## src/rtl/instr_mem_prog_if.sv

```systemverilog
// Load stream and dual-word fetch bundle for the field-loadable instruction memory.
interface instr_mem_prog_if #(
  parameter int DATA_W = 16,
  parameter int ADDR_W = 5
);
  logic              load_start;
  logic              load_valid;
  logic [DATA_W-1:0] load_data;
  logic              load_last;
  logic              load_ready;
  logic              load_done;
  logic [ADDR_W:0]   prog_len;
  logic              busy;
  logic              fetch_req;
  logic [ADDR_W-1:0] fetch_addr;
  logic              fetch_valid;
  logic [DATA_W-1:0] fetch_data0;
  logic [DATA_W-1:0] fetch_data1;
  logic              fetch_oob;

  modport master (
    output load_start, load_valid, load_data, load_last, fetch_req, fetch_addr,
    input  load_ready, load_done, prog_len, busy,
           fetch_valid, fetch_data0, fetch_data1, fetch_oob
  );

  modport slave (
    input  load_start, load_valid, load_data, load_last, fetch_req, fetch_addr,
    output load_ready, load_done, prog_len, busy,
           fetch_valid, fetch_data0, fetch_data1, fetch_oob
  );
endinterface

```

## src/rtl/instr_mem_prog.sv

```systemverilog
// Instruction memory loaded over a valid/ready stream, with a registered
// dual-word fetch (addr, addr+1 mod DEPTH) that masks words past the program end.
module instr_mem_prog #(
  parameter int DATA_W = 16,
  parameter int ADDR_W = 5
) (
  input logic              clk,
  input logic              rst_n,
  instr_mem_prog_if.slave  bus
);
  localparam int DEPTH = 2 ** ADDR_W;

  typedef enum logic [1:0] {S_IDLE, S_LOAD, S_READY} state_t;

  state_t            r_state, w_state_nxt;
  logic [DATA_W-1:0] r_mem [DEPTH];
  logic [ADDR_W-1:0] r_wptr, w_wptr_nxt;
  logic [ADDR_W:0]   r_prog_len, w_prog_len_nxt;
  logic              r_done_p1, w_done_nxt;
  logic              w_load_ready;
  logic              w_accept;
  logic              w_final;
  logic              w_fetch_acc_p0;
  logic [ADDR_W-1:0] w_addr0_p0, w_addr1_p0;
  logic              w_in0_p0, w_in1_p0;
  logic              r_vld_p1;
  logic [DATA_W-1:0] r_data0_p1, r_data1_p1;
  logic              r_oob_p1;

  function automatic logic in_prog(input logic [ADDR_W-1:0] idx,
                                   input logic [ADDR_W:0]   len);
    return {1'b0, idx} < len;
  endfunction

  function automatic logic [DATA_W-1:0] mask_word(input logic [DATA_W-1:0] word,
                                                  input logic              keep);
    return keep ? word : '0;
  endfunction

  always_ff @(posedge clk or negedge rst_n) begin
    if (!rst_n) begin
      r_state    <= S_IDLE;
      r_wptr     <= '0;
      r_prog_len <= '0;
      r_done_p1  <= 1'b0;
    end else begin
      r_state    <= w_state_nxt;
      r_wptr     <= w_wptr_nxt;
      r_prog_len <= w_prog_len_nxt;
      r_done_p1  <= w_done_nxt;
    end
  end

  // load_start always wins: it restarts the load and blocks both the load word
  // and any fetch offered in the same cycle.
  always_comb begin
    w_state_nxt    = r_state;
    w_wptr_nxt     = r_wptr;
    w_prog_len_nxt = r_prog_len;
    w_done_nxt     = 1'b0;
    w_load_ready   = (r_state == S_LOAD) && !bus.load_start;
    w_accept       = w_load_ready && bus.load_valid;
    w_final        = w_accept && (bus.load_last || (r_wptr == '1));
    w_fetch_acc_p0 = (r_state == S_READY) && bus.fetch_req && !bus.load_start;
    if (bus.load_start) begin
      w_state_nxt    = S_LOAD;
      w_wptr_nxt     = '0;
      w_prog_len_nxt = '0;
    end else begin
      case (r_state)
        S_LOAD: begin
          if (w_accept) begin
            w_wptr_nxt = r_wptr + ADDR_W'(1);
            if (w_final) begin
              w_state_nxt    = S_READY;
              w_prog_len_nxt = {1'b0, r_wptr} + (ADDR_W + 1)'(1);
              w_done_nxt     = 1'b1;
            end
          end
        end
        default: ;
      endcase
    end
  end

  // Array is deliberately not reset; prog_len masks stale contents.
  always_ff @(posedge clk) begin
    if (w_accept) r_mem[r_wptr] <= bus.load_data;
  end

  // Stage p0 -> p1: fetch request to registered dual-word response
  assign w_addr0_p0 = bus.fetch_addr;
  assign w_addr1_p0 = bus.fetch_addr + ADDR_W'(1);
  assign w_in0_p0   = in_prog(w_addr0_p0, r_prog_len);
  assign w_in1_p0   = in_prog(w_addr1_p0, r_prog_len);

  always_ff @(posedge clk or negedge rst_n) begin
    if (!rst_n) begin
      r_vld_p1   <= 1'b0;
      r_data0_p1 <= '0;
      r_data1_p1 <= '0;
      r_oob_p1   <= 1'b0;
    end else begin
      r_vld_p1 <= w_fetch_acc_p0;
      if (w_fetch_acc_p0) begin
        r_data0_p1 <= mask_word(r_mem[w_addr0_p0], w_in0_p0);
        r_data1_p1 <= mask_word(r_mem[w_addr1_p0], w_in1_p0);
        r_oob_p1   <= !(w_in0_p0 && w_in1_p0);
      end
    end
  end

  assign bus.load_ready  = w_load_ready;
  assign bus.load_done   = r_done_p1;
  assign bus.prog_len    = r_prog_len;
  assign bus.busy        = (r_state == S_LOAD);
  assign bus.fetch_valid = r_vld_p1;
  assign bus.fetch_data0 = r_data0_p1;
  assign bus.fetch_data1 = r_data1_p1;
  assign bus.fetch_oob   = r_oob_p1;
endmodule

```

## src/flat_wrapper.sv

```systemverilog
// flat-port wrapper written by rule: the top's interface ports become plain ports
module instr_mem_prog_flat 
#(
  parameter int DATA_W = 16,
  parameter int ADDR_W = 5
)
  (clk, rst_n, bus_load_start, bus_load_valid, bus_load_data, bus_load_last, bus_fetch_req, bus_fetch_addr, bus_load_ready, bus_load_done, bus_prog_len, bus_busy, bus_fetch_valid, bus_fetch_data0, bus_fetch_data1, bus_fetch_oob);
  instr_mem_prog_if #(.DATA_W(DATA_W), .ADDR_W(ADDR_W)) bus_i ();
  input logic clk;
  input logic rst_n;
  input wire logic [$bits(bus_i.load_start)-1:0] bus_load_start;
  input wire logic [$bits(bus_i.load_valid)-1:0] bus_load_valid;
  input wire logic [$bits(bus_i.load_data)-1:0] bus_load_data;
  input wire logic [$bits(bus_i.load_last)-1:0] bus_load_last;
  input wire logic [$bits(bus_i.fetch_req)-1:0] bus_fetch_req;
  input wire logic [$bits(bus_i.fetch_addr)-1:0] bus_fetch_addr;
  output wire logic [$bits(bus_i.load_ready)-1:0] bus_load_ready;
  output wire logic [$bits(bus_i.load_done)-1:0] bus_load_done;
  output wire logic [$bits(bus_i.prog_len)-1:0] bus_prog_len;
  output wire logic [$bits(bus_i.busy)-1:0] bus_busy;
  output wire logic [$bits(bus_i.fetch_valid)-1:0] bus_fetch_valid;
  output wire logic [$bits(bus_i.fetch_data0)-1:0] bus_fetch_data0;
  output wire logic [$bits(bus_i.fetch_data1)-1:0] bus_fetch_data1;
  output wire logic [$bits(bus_i.fetch_oob)-1:0] bus_fetch_oob;
  assign bus_i.load_start = bus_load_start;
  assign bus_i.load_valid = bus_load_valid;
  assign bus_i.load_data = bus_load_data;
  assign bus_i.load_last = bus_load_last;
  assign bus_i.fetch_req = bus_fetch_req;
  assign bus_i.fetch_addr = bus_fetch_addr;
  assign bus_load_ready = bus_i.load_ready;
  assign bus_load_done = bus_i.load_done;
  assign bus_prog_len = bus_i.prog_len;
  assign bus_busy = bus_i.busy;
  assign bus_fetch_valid = bus_i.fetch_valid;
  assign bus_fetch_data0 = bus_i.fetch_data0;
  assign bus_fetch_data1 = bus_i.fetch_data1;
  assign bus_fetch_oob = bus_i.fetch_oob;
  instr_mem_prog #(.DATA_W(DATA_W), .ADDR_W(ADDR_W)) u_core (.clk(clk), .rst_n(rst_n), .bus(bus_i));
endmodule
```

## config.mk

```make
export PLATFORM = sky130hd
export DESIGN_NAME = instr_mem_prog_flat
export DESIGN_NICKNAME = d
export VERILOG_FILES = /design/src/rtl/instr_mem_prog_if.sv /design/src/rtl/instr_mem_prog.sv /design/src/flat_wrapper.sv
export SDC_FILE = /design/constraint.sdc
export NUM_CORES = 1
export LEC_CHECK = 0
export BUFFER_PORTS_ARGS = -buffer_cell sky130_fd_sc_hd__buf_2
export CAP_MARGIN = 20
export CORE_ASPECT_RATIO = 0.5
export CORE_MARGIN = 2
export CORE_UTILIZATION = 45
export DETAILED_ROUTE_END_ITERATION = 10
export PLACE_DENSITY = 0.66
export REMOVE_ABC_BUFFERS = 1
export SLEW_MARGIN = 20
export SYNTH_ARGS = -nofsm -noshare
export SYNTH_HDL_FRONTEND = slang
export SYNTH_SLANG_ARGS = --single-unit
```

## constraint.sdc

```tcl
create_clock -name clk -period 4.62 [get_ports clk]
set_input_delay 0.462 -clock clk [delete_from_list [all_inputs] [get_ports clk]]
set_output_delay 0.462 -clock clk [all_outputs]
set_load 0.05 [all_outputs]
```

Word-level counts from Yosys, hierarchy flattened:

Memory sizes are Yosys's and may differ from the RTL's.
Cells that the tools add are included.

* magnitude comparators: 2
* equal/unequal tests: 3
* $mul: 0
* shifts and indexed selects: 0
* reduce and logical (&&, ||, !) cells: 14
* $add $sub $neg: 3
* bitwise logic cells: 0
* muxes and demuxes: 19
* div/mod/pow operators: 0

Operator list (count)
* 16-bit two-way mux: 2
* 6-bit two-way mux: 4
* 5-bit two-way mux: 3
* 5-bit by 6-bit less-than comparator with 1-bit output: 2
* 5-bit by 1-bit adder with 5-bit output, second input constant: 2
* 2-bit two-way mux: 4
* 5-bit by 1-bit adder with 6-bit output, second input constant: 1
* 1-bit logical AND: 6
* 1-bit two-way mux: 6
* 2-bit nonzero test: 3
* 5-bit equality test, second input constant: 1
* 3-bit AND reduction: 1
* 2-bit by 1-bit equality test with 1-bit output, second input constant: 1
* 2-bit equality test, second input constant: 1
* 1-bit zero test: 2
* 2-bit AND reduction: 1
* 1-bit logical OR: 1

* logic and storage cells: 50
* bits in writable memories: 512
* output and inout bits: 43
* bits in read-only memories: 0
* register bits: 48
* memories kept: 1
* latch bits: 0
* input port bits: 27

Memories
* u_core.r_mem: depth 32, width 16, rd ports 2, clocked after Yosys merged registers in 0, write ports 1, RTL line instr_mem_prog.sv:16 `logic [DATA_W-1:0] r_mem [DEPTH];`

Longest topological paths before layout:

* depth after elaboration: 8
* depth in mapped cells: 12
* gate-level depth less buffers: 8

Worst setup path before layout:

OpenSTA, ideal clock, no wires.

* path kind: in2reg
* start point: input bus_fetch_addr[0]
* end point: register u_core.r_oob_p1, in the netlist u_core.bus.fetch_oob
* stages on the path: 12
* path slack: 1.799 ns
* library setup time: 0.066 ns
* data arrival time: 2.756 ns
* path buffers: 4
* data required time: 4.554 ns
* cells stage by stage: ha_1 clkbuf_1 xnor2_1 inv_1 clkbuf_1 buf_1 ha_1 o21a_1 o21ai_1 a211oi_2 clkbuf_1 o22a_1

* longest elaborated chain between the ends: 4
* elaborated cells on any way between the ends: 5
* classes of those cells: 1 x add/sub; 2 x order compare; 2 x reduce/logical

Ends and longest elaborated chain
* from (decl): RTL line flat_wrapper.sv:16 `input wire logic [$bits(bus_i.fetch_addr)-1:0] bus_fetch_addr;`
* 5-bit by 1-bit adder with 5-bit output: RTL line instr_mem_prog.sv:93 `assign w_addr1_p0 = bus.fetch_addr + ADDR_W'(1);`
* 5-bit by 6-bit less-than comparator with 1-bit output: RTL line instr_mem_prog.sv:32 `return {1'b0, idx} < len;`
* 1-bit logical AND (*): RTL line instr_mem_prog.sv:108 `r_oob_p1 <= !(w_in0_p0 && w_in1_p0);`
* 1-bit zero test (*): RTL line instr_mem_prog.sv:108
* to (signal assigned): RTL line instr_mem_prog.sv:108
* to (decl): RTL line instr_mem_prog.sv:28 `logic r_oob_p1;`

Mark *: on every way between the ends. The rest lies on a longest branch, timed or not.
A chain may end at the register's enable or synchronous reset.

Worst setup path in the final report:

* start point: register u_core.r_state[1]
* end point: memory u_core.r_mem[9][14], enable pin

* longest elaborated chain between the ends: 5

Ends and longest elaborated chain
* from (decl): RTL line instr_mem_prog.sv:15 `state_t r_state, w_state_nxt;`
* from (signal assigned): RTL line instr_mem_prog.sv:47 `r_state <= w_state_nxt;`
* 2-bit by 1-bit equality test with 1-bit output: RTL line instr_mem_prog.sv:61 `w_load_ready = (r_state == S_LOAD) && !bus.load_start;`
* 1-bit logical AND: RTL line instr_mem_prog.sv:61
* 1-bit logical AND: RTL line instr_mem_prog.sv:62 `w_accept = w_load_ready && bus.load_valid;`
* 1-bit two-way mux: RTL line instr_mem_prog.sv:88 `if (w_accept) r_mem[r_wptr] <= bus.load_data;`
* 1-bit two-way mux (not written as such): RTL line instr_mem_prog.sv:88
* to (decl): RTL line instr_mem_prog.sv:16

Every way passes these cells.

==> key figures <==
Routing
  – DR vias: 15,000
  – Final ANT Viol Nets: 0
  – Max layer used: met5
  – Met2 wire length: 34.9 mm
  – Met3 WL post-DR: 8.11 mm
  – Avg WL per Cell: 32.1 um
  – Residual DRC: 0
  – Routed wire length: 72.0 mm
  – DRT iter0 DRCs: 1,832
  – Vias/cell: 6.69
  – Metal-1 WL: 27.2 mm
  – Pre-Repair DR Iteration Count: 5

CTS
  – Sink Count: 560
  – Cts repair resizes: 0
  – Post-CTS Setup Inserts: 0
  – CTS tree: done
  – Clock buffer depth: 3
  – CTS HTree Levels: 2
  – CTS Buf Count: 51
  – Clock Root Buffer: clkbuf_16
  – Clk slew on worst S/H paths: 70 ps
  – Clock Latency Late Sink: 590 ps
  – Hold-fix buffers, CTS: 0

Final layout
  – Inserted Diodes: 0
  – Non-filler instance count after layout: 2,243
  – Filler Cell Count: 4,515
  – Share of cells above drive strength 1: 34.9%
  – Register Area: 16,600 um^2
  – Net count, final: 1,473
  – Area added between synthesis and finish: 11.6%
  – Area of the multi-input gates: 9070 um^2
  – Final Instance Area: 29,000 um^2

Floorplan
  – Ports: 70
  – DIE AREA: 59,800 um^2
  – Die Y: 174 um
  – Core Area: 57,200 um^2
  – Die width: 344 um
  – Initial Utilization: 45.4%
  – Row count: 62

Worst setup path
  – CP cell instances: nand3b_1 > nor2_1 > nand2_1 > nor2_2 > buf_4
  – Critical Path AT: 3190 ps
  – Worst EP required: 4880 ps
  – Critical R2R Launch: u_core.r_state[1]
  – Crit-path slowest cell: nor2_2
  – Endpoint class of the critical path: register
  – Critical path class: register to register
  – Reg-to-reg slack, setup: 1690 ps
  – R2R depth: 5
  – Worst setup SP type: register
  – CP Buf/Inv Count: 1
  – CP top delay family: simple AND/OR/NAND/NOR gates
  – Worst-path maximum fanout: 9
  – Worst R2R End: u_core.r_mem[9][14]
  – Largest stage delay on the critical path: 670 ps

Placement
  – PortBufs: 69
  – Gp weighted congestion: 0.812
  – Placed cell area: 27,300 um^2
  – Hpwl dp: 40.7 mm
  – DP Cell Count: 2,147

Timing
  – Tightest Pin Transition: 1100 ps
  – Max-slew headroom: 26.6%
  – Final Slew Violations: 0
  – Fin. Hold Viols: 0
  – RSZ-0062 raised after global routing: no
  – Period Utilization, post-route: 63.5%
  – Final Critical Period: 2930 ps
  – Fmax: 341 MHz
  – Final setup fails: 0
  – Setup TNS: 0 ps
  – Setup Skew: 17.2 ps

Min path
  – Hold Path Class: input port to asynchronous set/reset pin

Yosys
  – EDFF count, synth: 512
  – Syn_area_per_cell: 18.8 um^2
  – Yosys reg bits: 560
  – Async set-reset flop share out of synthesis: 8.57%
  – Distinct cells, synth: 45
  – Mapped Cells: 1,378
  – Synthesized cell area: 26,000 um^2
  – Post-synth top flop: edfxtp_1
  – Sequential fraction of the synthesis area: 63.8%
  – Ys Warns: 0

Global routing
  – Largest net degree at the start of global routing: 112
  – Initial antenna violation count: 1
  – Vias in the first global route: 15,000
  – GRT Overall Usage: 24.3%
  – Grt total ovfl: 0
  – Global-route wire length before repair: 104 mm

Power and ir drop
  – Leakage power: 9.34 nW
  – Pwr Total: 11.0 mW
  – Worst VDD drop: 0.000271 V
  – Power density cells: 381 nW/um^2

Run
  – MaxCap Viol Count: 0

Status
  – Status: complete, no violations
-- logic make-up (layout without fill, tap and decap cells) --
group / Yosys count / in the layout / synth area share (%)
AO/OA/AOI/OAI: 113 / 113 / 3.32
XOR/XNOR: 8 / 8 / 0.270
adder cells (fa/ha/maj): 14 / 14 / 0.675
buffers and inverters: 116 / 213 / 2.25
flip-flops: 560 / 560 / 63.8
multiplexers: 288 / 288 / 24.9
AND/OR/NAND/NOR: 279 / 279 / 4.72
-- sequential cells by signal (all words and copies together), names as in the netlist --
signal / cells
u_core.bus.fetch_oob: 1
u_core.bus.fetch_data1: 16
u_core.r_mem: 512
u_core.r_wptr: 5
u_core.bus.fetch_valid: 1
u_core.bus.prog_len: 6
u_core.bus.fetch_data0: 16
u_core.bus.load_done: 1
u_core.r_state: 2
-- routing by layer --
metal | global-route usage (%) | vias to the layer above
li1 | - | 5911
met1 | 33.2 | 8050
met2 | 39.0 | 916
met3 | 6.66 | 125
met4 | 6.13 | 2
met5 | 0 | -
-- layout by cell type, fill, tap and decap left out, drive strengths merged, types with 5 or more instances in the layout --
cell | Yosys | layout
nand4 | 16 | 16
mux4 | 287 | 287
and2 | 15 | 15
inv | 13 | 14
edfxtp | 512 | 512
dfrtp | 48 | 48
o21ai | 6 | 6
nand3b | 7 | 7
xnor2 | 5 | 5
clkinv | 0 | 26
a211oi | 6 | 6
a221o | 16 | 16
clkbuf | 40 | 63
a21oi | 6 | 6
o31ai | 20 | 20
o311ai | 16 | 16
nand2 | 91 | 91
nor2 | 110 | 110
ha | 14 | 14
o22ai | 32 | 32
buf | 63 | 103
nand3 | 24 | 24
-- synth_stat cells, types with 4 or more instances --
library cell	instances	share of area, %
a211oi_1	4	0.12
a21oi_1	6	0.12
a221o_1	16	0.62
and2_1	15	0.36
buf_1	8	0.12
buf_2	37	0.71
buf_4	9	0.26
buf_6	9	0.39
clkbuf_1	40	0.58
dfrtp_1	48	4.6
edfxtp_1	512	59
ha_1	14	0.67
inv_1	12	0.17
mux4_2	287	25
nand2_1	91	1.3
nand2b_1	4	0.096
nand3_1	24	0.46
nand3b_1	7	0.20
nand4_1	16	0.39
nor2_1	110	1.6
nor2b_1	4	0.096
o22ai_1	32	0.77
o311ai_0	16	0.54
o31ai_1	19	0.55
xnor2_1	5	0.17
-- worst max path at each step --
stage | startpoint | endpoint | cells past startpoint
6_report | u_core.r_state[1] | u_core.r_mem[9][14] | 5
5_1_grt | u_core.r_state[1] | u_core.r_mem[11][14] | 5
4_1_cts | u_core.r_state[1] | u_core.r_mem[11][14] | 5
3_5_place_dp | bus_fetch_addr[0] | u_core.bus.fetch_data1[4] | 9
3_3_place_gp | bus_fetch_addr[0] | u_core.bus.fetch_data0[15] | 5
2_1_floorplan | bus_fetch_addr[0] | u_core.bus.fetch_oob | 8
-- power by group --
part	internal (mW)	total [mW]	switching, mW
Sequential	5.59	5.64	0.0454
Combinational	0.450	1.20	0.754
Clock	2.33	4.21	1.88
Total	8.37	11.0	2.68
-- layout make-up --
cell class,count,area share [%]
clock inverters,34,0.971
well taps,768,3.32
flip-flops and latches,560,57.2
repair buffers,104,2.38
clock buffers,62,4.69
inverters,13,0.168
multi-input cells,702,31.3
-- metrics by stage --
step / setup WS (ps) / hold WS (ps) / util, %
finish: 1690 / 56.6 / 50.7
floorplan: -2020 / 166 / -
detailed placement: 1280 / 466 / 47.8
global route: 1620 / 88.8 / 50.7
global placement: 1380 / 467 / 47.8
CTS: 1720 / 64.2 / 50.7
Note: power is estimated with default switching activity, not from simulation.
